$ cat src/rtl/pool_relu_if.sv
// Stream interface for pool_relu: pixel input beat and pooled-pixel output.
interface pool_relu_if #(
    parameter int OC = 15,
    parameter int DW = 8
);
    logic                   in_valid;
    logic [(OC+1)*DW-1:0]   in_data;
    logic                   out_valid;
    logic [(OC+1)*DW-1:0]   out_data;
    logic [4:0]             out_row;
    logic [4:0]             out_col;
    logic                   frame_done;

    modport master (
        output in_valid, in_data,
        input  out_valid, out_data, out_row, out_col, frame_done
    );

    modport slave (
        input  in_valid, in_data,
        output out_valid, out_data, out_row, out_col, frame_done
    );
endinterface

$ cat src/rtl/pool_relu.sv
// Streaming 2x2/stride-2 max-pool over a W x H map, all channels in parallel.
// Optional ReLU on the pooled result when POOL_RELU_EN is defined.

// One channel: horizontal-max register, half-width line buffer, window max.
module pool_relu_lane #(
    parameter int DW = 8,
    parameter int NB = 7,
    parameter int IW = 3
) (
    input  logic                 clk,
    input  logic                 rst,
    input  logic                 acc,
    input  logic                 row0,
    input  logic                 col0,
    input  logic [IW-1:0]        idx,
    input  logic signed [DW-1:0] din,
    output logic signed [DW-1:0] pool
);
    logic signed [DW-1:0] h;
    logic signed [DW-1:0] lb [NB];
    logic signed [DW-1:0] hmax;
    logic signed [DW-1:0] m;

    always_comb begin
        hmax = (din > h) ? din : h;
        m    = (hmax > lb[idx]) ? hmax : lb[idx];
`ifdef POOL_RELU_EN
        pool = m[DW-1] ? '0 : m;
`else
        pool = m;
`endif
    end

    always_ff @(posedge clk) begin
        if (rst)
            h <= '0;
        else if (acc && !col0)
            h <= din;
    end

    // Written in every even row before the odd row reads it, so no reset needed.
    always_ff @(posedge clk) begin
        if (!rst && acc && col0 && !row0)
            lb[idx] <= hmax;
    end
endmodule

module pool_relu #(
    parameter int OC = 15,
    parameter int DW = 8,
    parameter int W  = 14,
    parameter int H  = 14
) (
    input  logic        clk,
    input  logic        rst,
    pool_relu_if.slave  bus
);
    localparam int CW = (W > 2) ? $clog2(W) : 1;
    localparam int RW = (H > 2) ? $clog2(H) : 1;
    localparam int NB = W / 2;
    localparam int IW = (NB > 1) ? $clog2(NB) : 1;

    logic [CW-1:0]        col;
    logic [RW-1:0]        row;
    logic [IW-1:0]        idx;
    logic [OC:0][DW-1:0]  pool;
    logic                 fire;

    assign idx  = IW'(col >> 1);
    assign fire = bus.in_valid && row[0] && col[0];

    for (genvar c = 0; c <= OC; c++) begin : g_lane
        pool_relu_lane #(.DW(DW), .NB(NB), .IW(IW)) u_lane (
            .clk  (clk),
            .rst  (rst),
            .acc  (bus.in_valid),
            .row0 (row[0]),
            .col0 (col[0]),
            .idx  (idx),
            .din  (bus.in_data[c*DW +: DW]),
            .pool (pool[c])
        );
    end

    always_ff @(posedge clk) begin
        if (rst) begin
            row            <= '0;
            col            <= '0;
            bus.out_valid  <= 1'b0;
            bus.frame_done <= 1'b0;
            bus.out_data   <= '0;
            bus.out_row    <= '0;
            bus.out_col    <= '0;
        end else begin
            bus.out_valid  <= 1'b0;
            bus.frame_done <= 1'b0;
            if (bus.in_valid) begin
                if (col == CW'(W - 1)) begin
                    col <= '0;
                    row <= (row == RW'(H - 1)) ? '0 : row + RW'(1);
                end else begin
                    col <= col + CW'(1);
                end
            end
            if (fire) begin
                bus.out_valid  <= 1'b1;
                bus.out_data   <= pool;
                bus.out_row    <= 5'(row >> 1);
                bus.out_col    <= 5'(col >> 1);
                bus.frame_done <= (row == RW'(H - 1)) && (col == CW'(W - 1));
            end
        end
    end
endmodule

$ cat src/flat_wrapper.sv
// flat-port wrapper written by rule: the top's interface ports become plain ports
module pool_relu_flat 
#(
    parameter int OC = 15,
    parameter int DW = 8,
    parameter int W  = 14,
    parameter int H  = 14
)
  (clk, rst, bus_in_valid, bus_in_data, bus_out_valid, bus_out_data, bus_out_row, bus_out_col, bus_frame_done);
  pool_relu_if #(.OC(OC), .DW(DW)) bus_i ();
  input  logic clk;
  input  logic rst;
  input wire logic [$bits(bus_i.in_valid)-1:0] bus_in_valid;
  input wire logic [$bits(bus_i.in_data)-1:0] bus_in_data;
  output wire logic [$bits(bus_i.out_valid)-1:0] bus_out_valid;
  output wire logic [$bits(bus_i.out_data)-1:0] bus_out_data;
  output wire logic [$bits(bus_i.out_row)-1:0] bus_out_row;
  output wire logic [$bits(bus_i.out_col)-1:0] bus_out_col;
  output wire logic [$bits(bus_i.frame_done)-1:0] bus_frame_done;
  assign bus_i.in_valid = bus_in_valid;
  assign bus_i.in_data = bus_in_data;
  assign bus_out_valid = bus_i.out_valid;
  assign bus_out_data = bus_i.out_data;
  assign bus_out_row = bus_i.out_row;
  assign bus_out_col = bus_i.out_col;
  assign bus_frame_done = bus_i.frame_done;
  pool_relu #(.OC(OC), .DW(DW), .W(W), .H(H)) u_core (.clk(clk), .rst(rst), .bus(bus_i));
endmodule
$ cat config.mk
export PLATFORM = sky130hd
export DESIGN_NAME = pool_relu_flat
export DESIGN_NICKNAME = d
export VERILOG_FILES = /design/src/rtl/pool_relu_if.sv /design/src/rtl/pool_relu.sv /design/src/flat_wrapper.sv
export SDC_FILE = /design/constraint.sdc
export NUM_CORES = 2
export LEC_CHECK = 0
export ABC_CLOCK_PERIOD_IN_PS = 5600
export BUFFER_PORTS_ARGS = -buffer_cell sky130_fd_sc_hd__buf_2
export CORE_ASPECT_RATIO = 0.9
export CORE_MARGIN = 3
export CORE_UTILIZATION = 40
export DETAILED_ROUTE_END_ITERATION = 16
export SYNTH_ARGS = -nofsm -noshare
export SYNTH_HDL_FRONTEND = slang
export SYNTH_HIERARCHICAL = 1
export SYNTH_SLANG_ARGS = --single-unit
$ cat constraint.sdc
create_clock -name clk -period 5.6 [get_ports clk]
set_input_delay 1.12 -clock clk [delete_from_list [all_inputs] [get_ports clk]]
set_output_delay 1.12 -clock clk [all_outputs]
set_load 0.03 [all_outputs]
==> summary.md <==
| Metric | Value |
|---|---|
| Critical Path Sink Type | flip-flop |
| Crit path launch | u_core/col[3]$_SDFFE_PP0P_ |
| Crit path DAT | 4.93 ns |
| Finish-stage setup viols | 0 |
| Max Fclk | 230 MHz |
| Via/cell ratio | 5.47 |
| Total track usage | 0.193 |
| Power after layout | 20.9 mW |
| Clock power share | 0.400 |
| Sequential fraction of the synthesis area | 0.572 |
| Routed WL | 144000 microns |
| Vias in the first global route | 37.0k |
| Initial DRC count | 2586 |
| Deepest clock path buffer count | 3 |
| Post-synth EDFFs | 896 |
| Comb pwr share | 0.139 |
| Drc violations | 0 |
| Worst hold path type | reg2reg |
| LEAKAGE | 22.8 nW |
| Reg area | 0.0324 sq mm |
| Actual slew at the worst max-slew pin | 1.23 ns |
| Layout Skew | 0.0347 ns |
| Reg clk slew, reported paths | 0.06 ns |
| Num ports | 271 |
| Synth warn | 6 |
| Worst-Skew Late Latency | 0.76 ns |
| Drt pass-1 iters | 6 |
| Post-route ant nets | 0 |
| Max Cap Viol | 0 |
| Gpl congestion | 0.849 |
| Final Max Tran Viols | 0 |
| RSZ-0062 raised after global routing | false |
| Row cnt | 130 |
| Die height | 363 microns |
| Clock sink total | 1168 |
| Nature of the critical path startpoint | flip-flop |
| Most frequent cells after synthesis | 896 x edfxtp_1, 525 x nand2_1, 451 x nor2_1, 368 x a21oi_1, 272 x dfxtp_1 |
| Period Utilization, post-route | 0.776 |
| Critical Path End | u_core/bus.out_data[18]$_SDFFE_PP0P_ |
| Antenna violations before repair | 32 |
| CTS HTree Levels | 4 |
| Largest net degree at the start of global routing | 123 |
| Sw Pwr | 5.41 mW |
| Sw Share | 0.259 |
| Post-synthesis async set-or-reset flop share | 0 |
| CTS tree | built |
| # fillers | 12.7k |
| Final hold vios | 0 |
| Dpl cells | 6748 |
| Required time of the critical path | 6.19 ns |
| CTS root buffer | clkbuf_16 |
| Port Buffers | 266 |
| Core area | 0.140 sq mm |
| Cts hold-fix bufs | 0 |
| CP max FO | 46 |
| Worst R2R Start | u_core/col[3]$_SDFFE_PP0P_ |
| Area contributors post-synth | edfxtp_1 48%, dfxtp_1 9.6%, ha_1 5.7% |
| Multi-input gate area | 0.0220 sq mm |
| Yosys top cell by area | edfxtp_1 |
| Status | finished clean |
| Share of cells above drive strength 1 | 0.150 |
| Mapped Avg Cell Area | 11.7 sq um |
| Distinct cells, synth | 98 |
| Top_reg_cell synth | edfxtp_1 |
| Internal | 15.5 mW |
| Post-Layout Cell Count | 6994 |
| Crit path kind | reg2reg |
| Reg power frac | 0.462 |
| Post-DP HPWL | 97400 microns |
| Worst IR Drop VDD | 0.000291 V |
| Critical R2R Capture | u_core/bus.out_data[18]$_SDFFE_PP0P_ |
| Mapped Area | 0.0566 sq mm |
| R2R Setup Slk | 1.26 ns |
| Synthesized flop and latch total | 1168 |
| Via Count | 38.3k |
| Tmin final | 4.34 ns |
| Congestion Overflow GR | 0 |
| Die Area | 0.146 sq mm |
| Syn Inst Count | 4820 |
| Worst R2R Path Depth | 13 |
| Post-layout nets | 5419 |
| Synth top area share | 0.476 |
| Initial Utilization | 0.404 |
| Most numerous cell in the Yosys netlist | edfxtp_1 |
| Final setup TNS | 0 ns |
| Slew HR | 0.178 |
| Die Wd | 402 microns |
| First-pass GRT wire length | 221000 microns |
| Area growth from synthesis to layout | 13.0% |
| Pwr Density | 327 mW/mm^2 |
| Drt wl/cell | 20.6 microns |
| Post-CTS setup repair buffer count | 0 |
| CTS Buf Count | 130 |
| Post-CTS sizing | 0 |
-- stage by stage --
step                utilization  instance area [sq um]  setup WS [ns]  hold slack (ns)
floorplan                     -                  56600           1.31            0.466
finish                    0.456                  63900           1.26            0.450
CTS                       0.456                  63900           1.24            0.451
global placement          0.426                  59700          0.603            0.439
detailed placement        0.426                  59700          0.578            0.444
global route              0.456                  63900          0.954            0.467
-- power groups by stage --
stage	logic (mW)	clock network [mW]	registers (mW)
final	2.90	8.36	9.66
after global routing	3.22	8.94	9.66
after CTS	2.88	8.59	9.66
after detailed placement	2.87	0	9.84
after global placement	2.83	0	9.84
after floorplan	2.16	0	9.80
-- per-layer routing --
| layer | vias up | wire length (microns) | GRT usage |
|---|---|---|---|
| li1 | 18500 | - | - |
| met1 | 18700 | 67100 | 0.272 |
| met2 | 880 | 65200 | 0.300 |
| met3 | 218 | 8120 | 0.0396 |
| met4 | 6 | 3440 | 0.0615 |
| met5 | - | 32 | 0 |
-- worst max-delay path, stage by stage (launching register included) --
cell and delay (ns):
dfxtp_4 0.85, buf_4 0.46, mux2_2 0.39, a221oi_1 0.61, ha_1 0.36, nand3_1 0.11
o32ai_1 0.07, mux2i_1 0.19, nand2_1 0.30, buf_4 0.30, nor4_1 0.23, a221oi_2 0.07
nand2_1 0.08, a21oi_1 0.07
-- final cells by class --
type                       count  area share
antenna                        9    0.000352
clock buffer                 178      0.0558
tap                         1848      0.0362
multi-input combinational   3157       0.345
inverter                     233      0.0137
sequential                  1168       0.507
timing repair buffer         342      0.0323
clock inverter                59      0.0101
-- logic make-up after synthesis --
group,Yosys count,synth area share
and+or+nand+nor,1412,0.116
DFF,1168,0.572
AOI/OAI and AO/OA,1114,0.137
buffers and inverters,498,0.0404
muxes,370,0.0773
adders and majority gates,256,0.0566
other,1,0.0000663
xor gates and xnor gates,1,0.000155
-- cell usage in the layout, fill, tap and decap left out, types with 24 or more instances in the layout --
cell,n
ha_1,256
inv_1,230
mux2i_1,241
a311oi_1,36
edfxtp_1,896
clkbuf_1,38
mux2_2,49
a221oi_1,37
a2bb2oi_1,24
nand2_1,525
mux4_2,39
nor2_1,451
nand3_1,86
a31oi_1,28
a21o_1,42
a22oi_1,91
o211ai_1,35
o21ai_0,112
buf_4,64
nand4_1,36
nor2b_1,64
buf_2,265
clkbuf_16,133
dfxtp_1,267
nor3_1,27
o21ai_1,66
a21oi_1,368
nand2b_1,51
-- state kept, by name, indices dropped and copies added (netlist names) --
name	count
u_core/g_lane.u_lane/lb	896
u_core/bus.out_data	128
u_core/g_lane.u_lane/h	128
u_core/col	4
u_core/row	4
u_core/bus.out_col	3
u_core/bus.out_row	3
u_core/bus.frame_done	1
u_core/bus.out_valid	1
-- worst min-delay path by stage --
stage,from,depth (start not counted),endpoint,slack [ns]
4_1_cts,u_core/bus.out_data[109]$_SDFFE_PP0P_,2,u_core/bus.out_data[109]$_SDFFE_PP0P_,0.45
6_report,u_core/bus.out_data[122]$_SDFFE_PP0P_,2,u_core/bus.out_data[122]$_SDFFE_PP0P_,0.45
3_5_place_dp,u_core/bus.out_data[109]$_SDFFE_PP0P_,2,u_core/bus.out_data[109]$_SDFFE_PP0P_,0.44
2_1_floorplan,u_core/row[3]$_SDFFE_PP0P_,2,u_core/bus.out_row[2]$_SDFFE_PP0P_,0.47
3_3_place_gp,u_core/bus.out_data[123]$_SDFFE_PP0P_,2,u_core/bus.out_data[123]$_SDFFE_PP0P_,0.44
5_1_grt,u_core/bus.out_data[123]$_SDFFE_PP0P_,2,u_core/bus.out_data[123]$_SDFFE_PP0P_,0.47
No activity file was read; power rests on OpenSTA's default activity.
